==> src/rtl/mct_timer.sv <==
// mct_timer: memory-cycle-time (MCT) sequencer.
// Produces the phase counter, one-hot time pulses and RT/WT/CT strobes. It also
// provides monitor stop / single step, standby hold and GOJAM restart sequencing.
// Every halt and restart transition happens on the clock that ends an MCT, so
// downstream logic always sees whole memory cycles.

module mct_timer #(
   parameter int NUM_TP     = 12,
   parameter int CLK_PER_TP = 4,
   parameter int GOJAM_MCT  = 2,
   localparam int TPW = $clog2(NUM_TP),
   localparam int PW  = $clog2(CLK_PER_TP),
   localparam int CW  = $clog2(GOJAM_MCT + 1)
) (
   input  logic              clock,
   input  logic              rst_n,
   input  logic              sby,
   input  logic              mstp,
   input  logic              mstrtp,
   input  logic              goj_req,
   input  logic              strt_req,
   output logic [NUM_TP-1:0] tp,
   output logic [TPW-1:0]    tp_idx,
   output logic [PW-1:0]     phase,
   output logic              rt,
   output logic              wt,
   output logic              ct,
   output logic              mct_end,
   output logic              stop,
   output logic              stby,
   output logic              gojam,
   output logic              gojam_n
);

   // Decode constants, sized to the counters they are compared against.
   localparam logic [TPW-1:0] TP_LAST = TPW'(NUM_TP - 1);
   localparam logic [PW-1:0]  PH_LAST = PW'(CLK_PER_TP - 1);
   localparam logic [PW-1:0]  PH_WT   = PW'(CLK_PER_TP / 2);
   localparam logic [CW-1:0]  GJ_LOAD = CW'(GOJAM_MCT);
   localparam logic [CW-1:0]  GJ_ONE  = CW'(1);

   // Halt mode of the sequencer; only RUN lets the counters advance.
   typedef enum logic [1:0] {
      HALT_RUN  = 2'd0,
      HALT_STOP = 2'd1,
      HALT_STBY = 2'd2
   } halt_e;

   halt_e            halt_q, halt_d;
   logic             mstrtp_q;
   logic [TPW-1:0]   tp_idx_q, tp_idx_d;
   logic [PW-1:0]    phase_q, phase_d;
   logic             pending_q, pending_d;
   logic [CW-1:0]    gj_cnt_q, gj_cnt_d;
   logic             gojam_q, gojam_d;

   logic             run;
   logic             step_rise;
   logic             wake;
   logic             restart_req;

   assign step_rise   = mstrtp & ~mstrtp_q;
   assign wake        = (halt_q == HALT_STBY) & ~sby;
   assign restart_req = goj_req | strt_req;

   // Halt-mode state register and monitor-start edge detector.
   // NOTE: sequential state uses non-blocking assignments so every register
   // samples the values that were present before the clock edge.
   always_ff @(posedge clock or negedge rst_n) begin
      if (!rst_n) begin
         halt_q   <= HALT_RUN;
         mstrtp_q <= 1'b0;
      end else begin
         halt_q   <= halt_d;
         mstrtp_q <= mstrtp;
      end
   end

   // Halt-mode next state: standby beats monitor stop at an MCT boundary.
   // A single step needs no separate grant flag: the mct_end closing the
   // stepped MCT re-checks mstp, so exactly one MCT runs per rising edge.
   // NOTE: every signal written here gets a default first so no latch is
   // inferred for the paths that leave it unchanged.
   always_comb begin
      halt_d = halt_q;
      unique case (halt_q)
         HALT_RUN: begin
            if (mct_end) begin
               if (sby) begin
                  halt_d = HALT_STBY;
               end else if (mstp) begin
                  halt_d = HALT_STOP;
               end
            end
         end
         HALT_STOP: begin
            if (!mstp || step_rise) begin
               halt_d = HALT_RUN;
            end
         end
         HALT_STBY: begin
            if (!sby) begin
               halt_d = HALT_RUN;
            end
         end
         default: halt_d = HALT_RUN;
      endcase
   end

   // Output decode: halt flags plus strobes gated by run (and by reset, so
   // nothing pulses while rst_n is held low).
   always_comb begin
      stop    = (halt_q == HALT_STOP);
      stby    = (halt_q == HALT_STBY);
      run     = rst_n & (halt_q == HALT_RUN);
      tp      = '0;
      rt      = 1'b0;
      wt      = 1'b0;
      ct      = 1'b0;
      mct_end = 1'b0;
      if (run) begin
         tp      = NUM_TP'(1) << tp_idx_q;
         rt      = (phase_q == '0);
         wt      = (phase_q == PH_WT);
         ct      = (phase_q == PH_LAST);
         mct_end = (phase_q == PH_LAST) && (tp_idx_q == TP_LAST);
      end
   end

   // Phase / time-pulse counters: advance while running, park at T01 phase 0
   // while halted so a resume always starts a fresh MCT.
   always_comb begin
      tp_idx_d = tp_idx_q;
      phase_d  = phase_q;
      if (!run) begin
         tp_idx_d = '0;
         phase_d  = '0;
      end else if (phase_q == PH_LAST) begin
         phase_d  = '0;
         tp_idx_d = (tp_idx_q == TP_LAST) ? '0 : tp_idx_q + TPW'(1);
      end else begin
         phase_d  = phase_q + PW'(1);
      end
   end

   // GOJAM sequencing: requests are latched at any time and act at the next
   // MCT boundary; the counter measures the assertion in whole MCTs and a
   // reload always wins over expiry. Waking from standby also restarts.
   always_comb begin
      pending_d = pending_q | restart_req;
      gj_cnt_d  = gj_cnt_q;
      gojam_d   = gojam_q;
      if (wake) begin
         gj_cnt_d = GJ_LOAD;
         gojam_d  = 1'b1;
      end else if (mct_end) begin
         // A request arriving on the boundary clock stays queued for the next MCT.
         pending_d = restart_req;
         if (pending_q) begin
            gj_cnt_d = GJ_LOAD;
            gojam_d  = 1'b1;
         end else if (gj_cnt_q != '0) begin
            gj_cnt_d = gj_cnt_q - GJ_ONE;
            if (gj_cnt_q == GJ_ONE) begin
               gojam_d = 1'b0;
            end
         end
      end
   end

   // Datapath registers: counters and restart state; gojam powers up asserted.
   always_ff @(posedge clock or negedge rst_n) begin
      if (!rst_n) begin
         tp_idx_q  <= '0;
         phase_q   <= '0;
         pending_q <= 1'b0;
         gj_cnt_q  <= GJ_LOAD;
         gojam_q   <= 1'b1;
      end else begin
         tp_idx_q  <= tp_idx_d;
         phase_q   <= phase_d;
         pending_q <= pending_d;
         gj_cnt_q  <= gj_cnt_d;
         gojam_q   <= gojam_d;
      end
   end

   assign tp_idx  = tp_idx_q;
   assign phase   = phase_q;
   assign gojam   = gojam_q;
   assign gojam_n = ~gojam_q;

endmodule

==> config.mk <==
export PLATFORM = sky130hd
export DESIGN_NAME = mct_timer
export DESIGN_NICKNAME = d
export VERILOG_FILES = /design/src/rtl/mct_timer.sv
export SDC_FILE = /design/constraint.sdc
export NUM_CORES = 1
export LEC_CHECK = 0
export BUFFER_PORTS_ARGS = -buffer_cell sky130_fd_sc_hd__buf_4
export CAP_MARGIN = 40
export CORE_ASPECT_RATIO = 0.9
export CORE_MARGIN = 2
export CORE_UTILIZATION = 24
export CTS_CLUSTER_DIAMETER = 60
export DETAILED_ROUTE_END_ITERATION = 6
export REMOVE_ABC_BUFFERS = 1
export SYNTH_ARGS = -nofsm -noshare
export SYNTH_HDL_FRONTEND = slang
export SYNTH_SLANG_ARGS = --single-unit
==> constraint.sdc <==
create_clock -name clock -period 2.3 [get_ports clock]
set_input_delay 0.115 -clock clock [delete_from_list [all_inputs] [get_ports clock]]
set_output_delay 0.115 -clock clock [all_outputs]
set_load 0.005 [all_outputs]
==> impl_results.md <==
- Async SR Flop Fraction: 1.00
- Final Non-Filler Cells: 179
- Crit start category: input port
- CTS sink cnt: 13
- Gate Count Post-Synth: 100
- Standard-cell rows: 21
- Crit path DAT: 1930 ps
- EDFF count, synth: 0
- N_diodes: 0
- FF+latch count, synth: 13
- Worst-path fanout max: 15
- Worst-margin pin slew: 471 ps
- First-pass GRT wire length: 3770 um
- Fraction of layout cells with a size suffix above 1: 0.316
- Die area: 0.00449 sq mm
- Post-synthesis sequential area ratio: 0.344
- Critical path type: input port to primary output
- Area fraction of the dominant cell type after synthesis: 0.289
- DR pass1 iterations: 4
- Critical Path RT: 2180 ps
- Post-synth cell types: 36
- Vias in the first global route: 837
- Slew Viols, Final: 0
- Nets: 152
- Slew Limit Headroom: 0.686
- Worst hold slack: 57.8 ps
- RSZ-0062 raised after global routing: no
- Net Switching: 127 uW
- Final period utilization: 0.889
- Final Critical Period: 2050 ps
- Bufs on Longest Clock Path: 2
- Fmax: 489 MHz
- Top FF cell, synth: dfrtp_1
- Status: finished, final reports clean
- Via count: 820
- Sw frac: 0.240
- Fin Clk Skew: 1.67 ps
- Drt wl/cell: 12.0 um
- Setup Total Neg Slack: 0 ps
- Tot GR Track Use: 0.103
- CTS tree: done
- Syn-to-layout area delta: 35.2%
- Internal cell power: 403 uW
- Num ports: 33
- Post-DRT Antenna Nets: 0
- Comb power frac: 0.156
- CTS H-tree lvls: 1
- Placed cells: 173
- Skew-Pair Late Insertion Delay: 240 ps
- Via-per-instance ratio: 4.58
- Post-CTS Setup Repair Bufs: 0
- Detail Placement HPWL: 1720 um
- Layout fillers: 397
- Placer congestion estimate: 0.743
- Initial DRC count: 11
- Largest cells by area after synthesis: dfrtp_1, ha_1, and2_1
- Antenna violations before repair: 0
- CTS root buf: clkbuf_8
- Drt total wl: 2150 um
- Hold_buf cts: 2
- Final setup violation count: 0
- IO Port Bufs: 32
- Die H: 63.8 um
- Synth Cell Area: 953 sq um
- Post-CTS Resized: 0
- Max VDD drop: 0.332 mV
- Max-cap violations: 0
- Largest area contributor in the netlist: dfrtp_1
- Part of the power in registers: 0.468
- Hold crit path type: input port to flop
- Clock-pin slew on the worst setup and hold paths: 50 ps
- Pwr/cell area: 412 mW/mm^2
- Largest net degree at the start of global routing: 16
- Inserted Clock Buffers: 3
- Syn Area/Cell: 9.53 sq um
- Tot Pwr: 531 uW
- Core area: 0.00376 sq mm
- Clock Power Share: 0.376
- Setup crit end kind: primary output
- Leakage power: 0.000625 uW
- Synth warnings: 0
- Final hold violation count: 0
- Die width: 70.4 um
- Synth cell count leaders: and2_1, dfrtp_1, ha_1
- Drt drc: 0
- Most frequent cell after synthesis: and2_1
- GR Overflow Total: 0
- Initial core utilization: 0.254
## per-layer routing
metal	vias up	track usage	wire length (um)
li1	408	-	-
met1	389	0.126	985
met2	19	0.177	1030
met3	4	0.0252	89
met4	0	0.0337	40
met5	-	0	0
## worst max-delay path: stages
cell	delay, ps
dlygate4sd3_1	530
buf_4	220
or3b_1	580
nor2_4	190
and3_1	180
buf_4	110
## final timing paths
check                         endpoint         from  slack, ps  cells past startpoint
max in group asynchronous  gj_cnt_q[1]        rst_n       1800                      2
hold reg to reg            gj_cnt_q[0]  gj_cnt_q[0]        490                      1
setup reg to reg                 gojam     phase[1]        630                      4
min in group asynchronous    tp_idx[0]        rst_n        270                      2
setup / recovery                 tp[6]        rst_n        250                      6
hold / removal               pending_q      goj_req         60                      3
## cells in the final DEF (no fill, tap or decap), types with 3 or more instances in the layout
cell and n:
nor2_1 3, a21oi_1 4, and3_1 5, dfrtp_1 11
and2_1 12, nand2b_1 3, inv_1 9, buf_4 33
clkbuf_8 3, o21ai_0 3, ha_1 11, nand2_1 3
## power by group through the flow
stage / clock (uW) / sequential, uW / combinational (uW)
global route: 218 / 250 / 95.3
global placement: 0 / 251 / 78.5
CTS: 206 / 248 / 84.6
detailed placement: 0 / 252 / 81.6
finish: 200 / 248 / 82.7
floorplan: 0 / 250 / 36.9
## final cells by class
type	instances	area, sq um	area share
sequential	13	328	0.254
multi-input combinational	72	557	0.432
clock buffer	4	45.0	0.0350
tap	46	57.6	0.0447
inverter	9	33.8	0.0262
timing repair buffer	35	268	0.208
## logic make-up after synthesis
logic type,count (synthesis),share of synthesized area
and+or+nand+nor,45,0.325
AOI/OAI and AO/OA,15,0.104
buffers and inverters,15,0.0722
DFF,13,0.344
adders and majority gates,11,0.144
muxes,1,0.0105
## sequential cells by signal (all words and copies together) (netlist names)
signal and count:
gj_cnt_q 2, pending_q 1, mstrtp_q 1, phase 2, gojam 1, halt_q 2, tp_idx 4
## metrics by stage
stage	cell area, sq um	util	worst slack, ps
after global routing	1290	0.343	152
after CTS	1290	0.343	247
after detailed placement	1220	0.326	629
final	1290	0.343	254
after floorplan	918	-	799
after global placement	1220	0.326	686
No activity file was read; power rests on OpenSTA's default activity.
